## src/rtl/async_tx_bridge_if.sv

```systemverilog
// async_tx_bridge_if: upstream valid/ready stream plus downstream four-phase bundled-data channel
interface async_tx_bridge_if #(parameter int WIDTH = 8);
  logic             in_valid;
  logic             in_ready;
  logic [WIDTH-1:0] in_data;
  logic             req_out;
  logic             ack_in;
  logic [WIDTH-1:0] data_out;
  modport master (output in_valid, in_data, ack_in, input in_ready, req_out, data_out);
  modport slave (input in_valid, in_data, ack_in, output in_ready, req_out, data_out);
endinterface

```

## src/rtl/async_tx_bridge.sv

```systemverilog
// async_tx_bridge: FIFO-buffered clocked-to-four-phase sender; TX_BRIDGE_TIMEOUT_EN adds a sticky handshake watchdog
module async_tx_bridge #(
  parameter int WIDTH       = 8,
  parameter int DEPTH       = 4,
  parameter int SETUP_CYC   = 1,
  parameter int SYNC_STAGES = 2,
  parameter int TIMEOUT     = 255
) (
  input  logic               clk,
  input  logic               rst_n,
  async_tx_bridge_if.slave   bus,
  output logic               busy,
  output logic               err
);
  localparam int AW = $clog2(DEPTH);
  localparam int SW = SETUP_CYC > 1 ? $clog2(SETUP_CYC) : 1;
  typedef enum logic [1:0] {IDLE, SETUP, REQ_HI, REQ_LO} state_t;
  state_t                 state;
  logic [WIDTH-1:0]       mem [DEPTH];
  logic [AW-1:0]          wr_ptr, rd_ptr;
  logic [AW:0]            count;
  logic [SYNC_STAGES-1:0] sync;
  logic [SW-1:0]          setup_cnt;
  logic                   ack_s, push, pop;
  assign ack_s       = sync[SYNC_STAGES-1];
  assign bus.in_ready = count < (AW+1)'(DEPTH);
  assign push        = bus.in_valid && bus.in_ready;
  assign pop         = state == IDLE && count != '0;
  assign busy        = state != IDLE || count != '0;
  // ack_in crosses in asynchronously; only the last flop is used
  always_ff @(posedge clk)
    sync <= !rst_n ? '0 : {sync[SYNC_STAGES-2:0], bus.ack_in};
  // FIFO storage; stale contents are harmless since pointers reset
  always_ff @(posedge clk)
    if (push) mem[wr_ptr] <= bus.in_data;
  // FIFO pointers and occupancy; pointers wrap naturally at DEPTH
  always_ff @(posedge clk)
    if (!rst_n) begin
      wr_ptr <= '0;
      rd_ptr <= '0;
      count  <= '0;
    end else begin
      if (push) wr_ptr <= wr_ptr + 1'b1;
      if (pop) rd_ptr <= rd_ptr + 1'b1;
      if (push && !pop) count <= count + 1'b1;
      else if (pop && !push) count <= count - 1'b1;
    end
  // four-phase handshake sequencer with registered req_out/data_out
  always_ff @(posedge clk)
    if (!rst_n) begin
      state        <= IDLE;
      bus.req_out  <= 1'b0;
      bus.data_out <= '0;
      setup_cnt    <= '0;
    end else begin
      case (state)
        IDLE:
          if (pop) begin
            bus.data_out <= mem[rd_ptr];
            setup_cnt    <= SW'(SETUP_CYC - 1);
            state        <= SETUP;
          end
        SETUP:
          if (setup_cnt == '0) begin
            bus.req_out <= 1'b1;
            state       <= REQ_HI;
          end else setup_cnt <= setup_cnt - 1'b1;
        REQ_HI:
          if (ack_s) begin
            bus.req_out <= 1'b0;
            state       <= REQ_LO;
          end
        default:
          if (!ack_s) state <= IDLE;
      endcase
    end
`ifdef TX_BRIDGE_TIMEOUT_EN
  localparam int TW = $clog2(TIMEOUT + 1);
  logic [TW-1:0] tmo;
  logic          waiting, entering;
  assign waiting  = state == REQ_HI || state == REQ_LO;
  assign entering = (state == SETUP && setup_cnt == '0) || (state == REQ_HI && ack_s);
  // watchdog restarts on each handshake phase and saturates at TIMEOUT; err is sticky
  always_ff @(posedge clk)
    if (!rst_n) begin
      tmo <= '0;
      err <= 1'b0;
    end else begin
      if (entering) tmo <= '0;
      else if (waiting && tmo != TW'(TIMEOUT)) tmo <= tmo + 1'b1;
      if (!entering && waiting && tmo == TW'(TIMEOUT - 1)) err <= 1'b1;
    end
`else
  assign err = 1'b0;
`endif
endmodule

```

## src/flat_wrapper.sv

```systemverilog
// flat-port wrapper written by rule: the top's interface ports become plain ports
module async_tx_bridge_flat 
#(
  parameter int WIDTH       = 8,
  parameter int DEPTH       = 4,
  parameter int SETUP_CYC   = 1,
  parameter int SYNC_STAGES = 2,
  parameter int TIMEOUT     = 255
)
  (clk, rst_n, busy, err, bus_in_valid, bus_in_data, bus_ack_in, bus_in_ready, bus_req_out, bus_data_out);
  async_tx_bridge_if #(.WIDTH(WIDTH)) bus_i ();
  input  logic clk;
  input  logic rst_n;
  output logic busy;
  output logic err;
  input wire logic [$bits(bus_i.in_valid)-1:0] bus_in_valid;
  input wire logic [$bits(bus_i.in_data)-1:0] bus_in_data;
  input wire logic [$bits(bus_i.ack_in)-1:0] bus_ack_in;
  output wire logic [$bits(bus_i.in_ready)-1:0] bus_in_ready;
  output wire logic [$bits(bus_i.req_out)-1:0] bus_req_out;
  output wire logic [$bits(bus_i.data_out)-1:0] bus_data_out;
  assign bus_i.in_valid = bus_in_valid;
  assign bus_i.in_data = bus_in_data;
  assign bus_i.ack_in = bus_ack_in;
  assign bus_in_ready = bus_i.in_ready;
  assign bus_req_out = bus_i.req_out;
  assign bus_data_out = bus_i.data_out;
  async_tx_bridge #(.WIDTH(WIDTH), .DEPTH(DEPTH), .SETUP_CYC(SETUP_CYC), .SYNC_STAGES(SYNC_STAGES), .TIMEOUT(TIMEOUT)) u_core (.clk(clk), .rst_n(rst_n), .bus(bus_i), .busy(busy), .err(err));
endmodule
```

## config.mk

```make
export PLATFORM = sky130hd
export DESIGN_NAME = async_tx_bridge_flat
export DESIGN_NICKNAME = d
export VERILOG_FILES = /design/src/rtl/async_tx_bridge_if.sv /design/src/rtl/async_tx_bridge.sv /design/src/flat_wrapper.sv
export SDC_FILE = /design/constraint.sdc
export NUM_CORES = 1
export LEC_CHECK = 0
export BUFFER_PORTS_ARGS = -buffer_cell sky130_fd_sc_hd__buf_2
export CORE_MARGIN = 5
export CORE_UTILIZATION = 61
export DETAILED_ROUTE_END_ITERATION = 6
export GPL_ROUTABILITY_DRIVEN = 1
export PLACE_DENSITY = 0.83
export SLEW_MARGIN = 10
export SYNTH_ARGS = -nofsm -noshare
export SYNTH_HDL_FRONTEND = slang
export SYNTH_SLANG_ARGS = --single-unit
```

## constraint.sdc

```tcl
create_clock -name clk -period 6.03 [get_ports clk]
set_input_delay 1.206 -clock clk [delete_from_list [all_inputs] [get_ports clk]]
set_output_delay 1.206 -clock clk [all_outputs]
set_load 0.05 [all_outputs]
```

==> results of run 1 <==
-- area by class of cell --
type                       instances  area (sq um)
sequential                        52          1360
fill                             263          1060
multi-input combinational         75           666
timing repair buffer              22           110
tap                               46          57.6
clock buffer                       6          41.3
inverter                           9          33.8
clock inverter                     2          11.3
-- cells in the mapped netlist (2+ instances only) --
library cell	count	share of area, %
nor2b_1	2	0.59
o2bb2ai_1	8	3.3
mux2i_1	4	1.9
xor2_1	3	1.2
nand2_1	13	2.3
inv_1	8	1.4
nor2_1	8	1.4
xnor2_1	2	0.83
a21oi_1	2	0.47
mux4_2	8	8.5
and2_1	7	2.1
ha_1	8	4.7
edfxtp_1	32	46
dfxtp_1	20	19
or3_1	2	0.59
buf_4	3	1.1
-- registers in the layout, summed over array words and instances (netlist names) --
signal               count
u_core.rd_ptr            2
u_core.count             3
u_core.wr_ptr            2
u_core.bus.data_out      8
u_core.bus.req_out       1
u_core.state             2
u_core.mem              32
u_core.sync              2
-- worst register-to-register path: cells and delay by family (launching register included) --
kind                       cells  cell delay [ps]
DFF                            1              380
and+or+nand+nor                1              300
buffers and inverters          3              230
adders and majority gates      3              820
AOI/OAI and AO/OA              2              390
xor gates and xnor gates       1              180
-- where the power goes --
part	total, mW	internal, mW	switching [mW]
combinational	0.421	0.162	0.260
sequential	0.505	0.446	0.0590
clock	0.143	0.0446	0.0981
total	1.07	0.652	0.417
-- how the worst max path moves through the flow --
stage | endpoint | slack, ps | depth (start not counted) | start
2_1_floorplan | u_core.count[2] | 3330 | 8 | bus_in_valid
4_1_cts | u_core.count[2] | 3370 | 8 | bus_in_valid
3_5_place_dp | u_core.count[2] | 2990 | 8 | bus_in_valid
3_3_place_gp | u_core.count[2] | 3070 | 8 | bus_in_valid
6_report | u_core.count[2] | 3370 | 8 | bus_in_valid
5_1_grt | u_core.count[2] | 3260 | 8 | bus_in_valid
-- routing by layer --
metal  routed length, um  vias up
li1                    -      554
met1                1450      561
met2                1620       26
met3                 140        5
met4                  68        0
met5                   0        -
-- cell families (layout without fill, tap and decap cells) --
group / Yosys count / in the layout / synth area share (%)
buf+inv: 16 / 39 / 3.86
simple gates: 34 / 34 / 7.60
fa+ha+maj: 9 / 9 / 5.70
compound gates: 14 / 14 / 5.58
mux: 12 / 12 / 10.4
xor+xnor: 5 / 5 / 2.08
flops: 52 / 52 / 64.6
other cells: 1 / 1 / 0.178
-- stage by stage --
step	total power, mW	instances	setup WS [ps]
final	1.07	212	3370
after detailed placement	0.943	204	2990
after floorplan	0.863	143	3330
after global placement	0.917	204	3070
after global routing	1.14	212	3260
after CTS	1.08	212	3370
==> impl_metrics.toml, run 1 <==
[clocking]
hold_buffers = 0
cts_inserted_buffers = 5
clock_sinks = 52
cts_buffer_depth = 2
cts_resized = 0
clk_latency_ps = 350
path_clk_slew_ps = 130
cts_tree = "built"
root_buffer = "clkbuf_4"
ctsHtreeMaxLevel = 2
cts_setup_buffers = 0

[layout]
fin_area_sq_um = 2280
final_common_cell = "edfxtp_1"
nets = 186
post-route-util_pct = 68.4
layout_common_cells = "edfxtp_1, buf_2, dfxtp_1"
drive_gt1_share_pct = 22.9
antennaDiodeCount = 0
area_growth_pct = 8.19

[global_routing]
antenna_found_initial = 0
use_met1_pct = 19.4
met2_usage_pct = 28.0
grt_pass1_vias = 1147
gr-usage-met3_pct = 3.40
grt_start_max_net_pins = 16
grt-busiest-layer = "met2"
gr-total-overflow = 0
grt_first_pass_wirelength_mm = 5.38
grt.total_usage_pct = 16.3

[status]
status = "finished clean"

[logic_synthesis]
ys_ff_latch = 52
synth_edf_count = 32
synth_fp_nets = 164
yosysSeqAreaShare_pct = 64.6
syn_inst = 143
synth_area_sq_um = 2110
yosysUniqueCellTypes = 29
synth_ff_type = "edfxtp_1"
synth_area_per_cell_sq_um = 14.7
async_reset_ff_share_pct = 0
synth_warnings = 0

[critical_path]
r2r-start = "u_core.state[0]"
cp_num_buf_inv = 2
r2r-end = "u_core.count[2]"
cp_top_family = "simple AND/OR/NAND/NOR gates"
cp.required_ps = 6320
critPathLaunchType = "input pin"
crit_chain = "buf_2 -> nor2b_1 -> ha_1 -> inv_1 -> fa_1 -> xor2_1 -> or3_1 -> a21oi_1"
rrSetupSlack_ps = 3680
reg2regPathDepth = 10
crit_slowest_cell = "nor2b_1"
worstSetupPathType = "input pin to register"
cp.arrival_ps = 2950
path_max_fanout = 7
cp-end-kind = "register"
critPathMaxStageDelay_ps = 370

[placement]
place_area_sq_um = 2230
dp_hpwl_mm = 2.40
portBuffers = 22
place_congestion = 0.707

[sta]
grt_setup_unrepaired = "false"
fmax_mhz = 376
slew_headroom_pct = 58.3
period_needed_ps = 2660
final.setup.tns_ps = 0
hold_slack_ps = 466
setup_viol = 0
hold_viol_final = 0
period_share_pct = 44.2
clock_skew_ps = 4.45
drv_slew = 0
tightest_slew_ps = 624

[drt]
drt_iter0_drc = 55
drc = 0
totalWireLength_mm = 3.27
wire_per_inst_um = 15.4
vias = 1146
viasPerCell = 5.41
drtPass1Iterations = 4
ant_nets = 0

[worst_hold_path]
hold_class = "register to register"
worstHoldEndpoint = "u_core.bus.data_out[0]"
hold_start = "u_core.bus.data_out[0]"
hold_depth = 2

[floorplan]
core_area_sq_um = 3340
ios = 24
die_h_um = 68.8
die_w_um = 68.8
initial_utilization_pct = 63.2
dieArea_sq_um = 4730
std_cell_rows = 21

[power_and_ir_drop]
ir_drop_mv = 0.198
p_per_area_nw_per_um2 = 469
leakage_nw = 0.844

[flow_run]
max-cap-violations = 0
Note: power is estimated with default switching activity, not from simulation.
==> run 2: changes to the inputs <==
Settings changed: CORE_UTILIZATION 61 to 51, PLACE_DENSITY 0.83 to 0.74.
Clock period 6.03 ns to 2.3 ns, I/O delays scaled along.
==> run 2 against run 1 <==
Net effect: power grew to 2.9 times the previous value; clock power grew to 4.7 times the previous value; sequential power grew to 2.6 times the previous value; global-route usage is 2.0 points lower; first-iteration DRC count is 33% higher; critical path type is now register to register; routed wire length is 4.6% higher; setup slack worse by 3200 ps; worst hold slack worse by 96 ps; die area is 17% higher; critical path depth is 2 higher; sequential cell count stayed put; final cell count is 3.3% higher.
==> impl_metrics.toml, run 2 (synthesis results as in run 1) <==
[floorplan]
std_cell_rows = 23
die_h_um = 74.3
dieArea_sq_um = 5520
core_area_sq_um = 4000
die_w_um = 74.3
initial_utilization_pct = 52.7
ios = 24

[global_routing]
grt_pass1_vias = 1175
grt_first_pass_wirelength_mm = 5.59
grt.total_usage_pct = 14.3
gr-total-overflow = 0
grt_start_max_net_pins = 17
antenna_found_initial = 0

[drt]
viasPerCell = 5.18
wl_met1_mm = 1.43
totalWireLength_mm = 3.42
wl_met2_mm = 1.72
wl_met3_um = 202
vias = 1135
drc = 0
ant_nets = 0
drt_iter0_drc = 73
wire_per_inst_um = 15.6
routed.top_layer = "met4"
drtPass1Iterations = 4

[clocking]
clock_sinks = 52
cts_buffer_depth = 2
clk_latency_ps = 300
cts_tree = "built"
path_clk_slew_ps = 90
ctsHtreeMaxLevel = 2
cts_inserted_buffers = 5
root_buffer = "clkbuf_8"
hold_buffers = 0

[critical_path]
cp-endpoint = "u_core.count[2]"
reg2regPathDepth = 10
path_max_fanout = 4
cp.required_ps = 2540
rrSetupSlack_ps = 160
cp.arrival_ps = 2380
r2r-end = "u_core.count[2]"
critPathLaunchType = "register"
cp-end-kind = "register"
worstSetupPathType = "register to register"
r2r-start = "u_core.state[1]"
critPathLaunch = "u_core.state[1]"

[sta]
tightest_slew_ps = 621
period_share_pct = 93.2
slew_headroom_pct = 58.6
hold_viol_final = 0
period_needed_ps = 2140
grt_setup_unrepaired = "false"
setup_viol = 0
fmax_mhz = 467
final.setup.tns_ps = 0
drv_slew = 0
clock_skew_ps = 8.11
worst_slack_ps = 157

[layout]
area_growth_pct = 13.1
reg.largest.list = "u_core.mem x32, u_core.bus.data_out x8, u_core.count x3"
drive_gt1_share_pct = 25.4
largest_register = "u_core.mem"
final_common_cell = "edfxtp_1"
layout_common_cells = "edfxtp_1, buf_2, dfxtp_1"
n_fill_cell = 294
antennaDiodeCount = 0
nets = 189
largest_reg_flops = 32

[worst_hold_path]
hold_class = "input pin to register"

[status]
status = "finished clean"

[placement]
pre_cts_slack_ps = 165
place_congestion = 0.768
portBuffers = 22
dp_hpwl_mm = 2.40

[power_and_ir_drop]
ir_drop_mv = 0.571
leakage_nw = 0.897
p_per_area_nw_per_um2 = 1320

[flow_run]
max-cap-violations = 0
## run 2: worst min-delay path by stage
stage,startpoint,endpoint,slack [ps],cells past startpoint
after floorplan,u_core.sync[0],u_core.sync[1],410,1
after global placement,u_core.sync[0],u_core.sync[1],430,1
after detailed placement,u_core.sync[0],u_core.sync[1],450,1
after CTS,bus_in_data[0],u_core.mem[2][0],360,1
after global routing,bus_in_data[0],u_core.mem[2][0],350,1
final,bus_ack_in,u_core.sync[0],370,2
## run 2: critical path, stage by stage (launching register included)
cell     delay [ps]
dfxtp_1         380
inv_1            60
ha_1            190
o31a_1          120
inv_1            70
ha_1            190
inv_1            70
fa_1            370
xor2_1          180
or3_1           310
a21oi_1         150
## run 2: repair_timing
action                                  4_1_cts  5_1_grt
endpoints found under the setup margin        0        1
setup buffers                                 0        0
gates resized for setup                       0        1
hold endpoints to repair                      0        0
## run 2: layer usage
metal | vias up | track usage (%)
met4 | 0 | 6.52
met3 | 7 | 4.46
met1 | 543 | 17.4
met2 | 25 | 23.3
li1 | 560 | -
met5 | - | 0
## run 2: where the power goes
group          internal (mW)  leakage [nW]  switching, mW  total [mW]
clock                  0.391        0.0636          0.282       0.673
sequential              1.17         0.458          0.158        1.33
combinational          0.454         0.375          0.691        1.15
total                   2.02         0.897           1.13        3.15
## run 2: per-stage QoR
step / std cells / hold slack (ps) / power [mW] / cell area, sq um / utilization (%)
6_report: 219 / 369 / 3.15 / 2380 / 59.6
5_1_grt: 219 / 350 / 3.34 / 2380 / 59.6
4_1_cts: 219 / 361 / 3.17 / 2380 / 59.6
3_5_place_dp: 211 / 447 / 2.50 / 2260 / 56.4
3_3_place_gp: 211 / 429 / 2.46 / 2260 / 56.4
2_1_floorplan: 143 / 412 / 2.26 / 2110 / -
## run 2: layout make-up
cell class,instances,area (sq um),share of cell area [%]
Clock buffer,7,97.6,4.09
Clock inverter,1,30.0,1.26
Inverter,9,33.8,1.42
Multi-Input combinational cell,75,666,27.9
Sequential cell,52,1360,57.1
Tap cell,50,62.6,2.62
Timing Repair Buffer,25,133,5.56
==> run 3: changes to the inputs <==
Settings changed: REMOVE_ABC_BUFFERS set to 1.
==> run 3 against run 2 <==
Net effect: global-route usage is 0.18 points lower; power shrank 4.5%; sequential power about the same; design area is 1.5% lower; setup slack worse by 10 ps; largest cell class unchanged; largest power group unchanged.
==> impl_metrics.toml, run 3 (synthesis results as in run 1) <==
[clocking]
ctsHtreeMaxLevel = 2
cts_resized = 0
clk_latency_ps = 310
root_buffer = "clkbuf_8"
hold_buffers = 0
cts_setup_buffers = 0
cts_buffer_depth = 2
cts_tree = "built"
cts_inserted_buffers = 5
path_clk_slew_ps = 100
clock_sinks = 52

[worst_hold_path]
hold_depth = 2
hold_start = "bus_ack_in"
hold_class = "input pin to register"
worstHoldEndpoint = "u_core.sync[0]"

[critical_path]
reg2regPathDepth = 10
critPathLaunchType = "register"
critPathMaxStageDelay_ps = 370
cp.arrival_ps = 2400
r2r-start = "u_core.state[0]"
path_max_fanout = 3
cp-end-kind = "register"
r2r-end = "u_core.count[2]"
worstSetupPathType = "register to register"
cp.required_ps = 2550
cpMostUsedCell = "inv_1"
rrSetupSlack_ps = 150
crit_chain = "inv_1 -> ha_1 -> o31a_1 -> inv_1 -> ha_1 -> inv_1 -> fa_1 -> xor2_1 -> or3_1 -> a21oi_1"
crit_slowest_cell = "dfxtp_1"

[global_routing]
grt_pass1_vias = 1145
grt.total_usage_pct = 14.1
gr-total-overflow = 0
antenna_found_initial = 0
grt_start_max_net_pins = 19
grt_first_pass_wirelength_mm = 5.57

[floorplan]
die_w_um = 74.3
core_area_sq_um = 4000
ios = 24
dieArea_sq_um = 5520
std_cell_rows = 23
die_h_um = 74.3
initial_utilization_pct = 52.7

[drt]
wl_met2_mm = 1.67
wire_per_inst_um = 15.6
vias = 1150
drtPass1Iterations = 4
wl_met1_mm = 1.46
drc = 0
totalWireLength_mm = 3.41
routed.top_layer = "met4"
drt_iter0_drc = 91
wl_met3_um = 223
ant_nets = 0
viasPerCell = 5.25

[placement]
dp_hpwl_mm = 2.50
pre_cts_slack_ps = 177
place_area_sq_um = 2260
portBuffers = 22
dp.cells = 211
place_congestion = 0.804

[sta]
period_needed_ps = 2150
setup_viol = 0
slew_headroom_pct = 57.5
grt_setup_unrepaired = "false"
final.setup.tns_ps = 0
clock_skew_ps = 6.23
hold_slack_ps = 351
hold_viol_final = 0
period_share_pct = 93.6
worst_slack_ps = 146
tightest_slew_ps = 637
fmax_mhz = 464
drv_slew = 0

[layout]
layout_common_cells = "edfxtp_1, buf_2, dfxtp_1"
antennaDiodeCount = 0
largest_register = "u_core.mem"
largest_reg_flops = 32
area_growth_pct = 11.5
instances_no_fill = 219
n_fill_cell = 304
drive_gt1_share_pct = 25.4
nets = 189
fin_area_sq_um = 2350
post-route-util_pct = 58.7
reg.largest.list = "u_core.mem x32, u_core.bus.data_out x8, u_core.count x3"
final_common_cell = "edfxtp_1"

[power_and_ir_drop]
finalPower_mw = 3.01
p_per_area_nw_per_um2 = 1280
ir_drop_mv = 0.583
leakage_nw = 0.878

[status]
status = "finished clean"

[flow_run]
max-cap-violations = 0
run 3: worst max-delay path, delay by kind of cell (launching register included):
family,cells,cell delay (ps)
fa+ha+maj,3,760
flops,1,370
buf+inv,3,190
compound gates,2,260
simple gates,1,310
xor+xnor,1,180
run 3: cell type report:
cell class | count | area (sq um) | area share, %
flip-flops and latches | 52 | 1360 | 57.9
inverters | 9 | 33.8 | 1.44
clock buffers | 5 | 68.8 | 2.93
multi-input cells | 75 | 666 | 28.3
repair buffers | 25 | 133 | 5.64
well taps | 50 | 62.6 | 2.66
clock inverters | 3 | 25.0 | 1.06
run 3: layer usage:
metal / global-route usage (%) / vias up
met3: 4.46 / 6
met5: 0 / -
met4: 7.31 / 0
met1: 16.9 / 555
li1: - / 560
met2: 22.8 / 29
run 3: worst max-delay path by stage:
| stage | from | endpoint | slack, ps | cells past startpoint |
|---|---|---|---|---|
| after floorplan | u_core.state[0] | u_core.count[2] | 140 | 10 |
| after global placement | u_core.state[0] | u_core.count[2] | 280 | 10 |
| after detailed placement | u_core.state[0] | u_core.count[2] | 180 | 10 |
| after CTS | u_core.state[0] | u_core.count[2] | 150 | 10 |
| after global routing | u_core.state[1] | u_core.count[2] | 10 | 10 |
| final | u_core.state[0] | u_core.count[2] | 150 | 10 |
run 3: power by group:
group          switching, mW  total (mW)  internal [mW]
combinational          0.694        1.15          0.457
clock                  0.309       0.531          0.222
sequential             0.156        1.33           1.17
total                   1.16        3.01           1.85
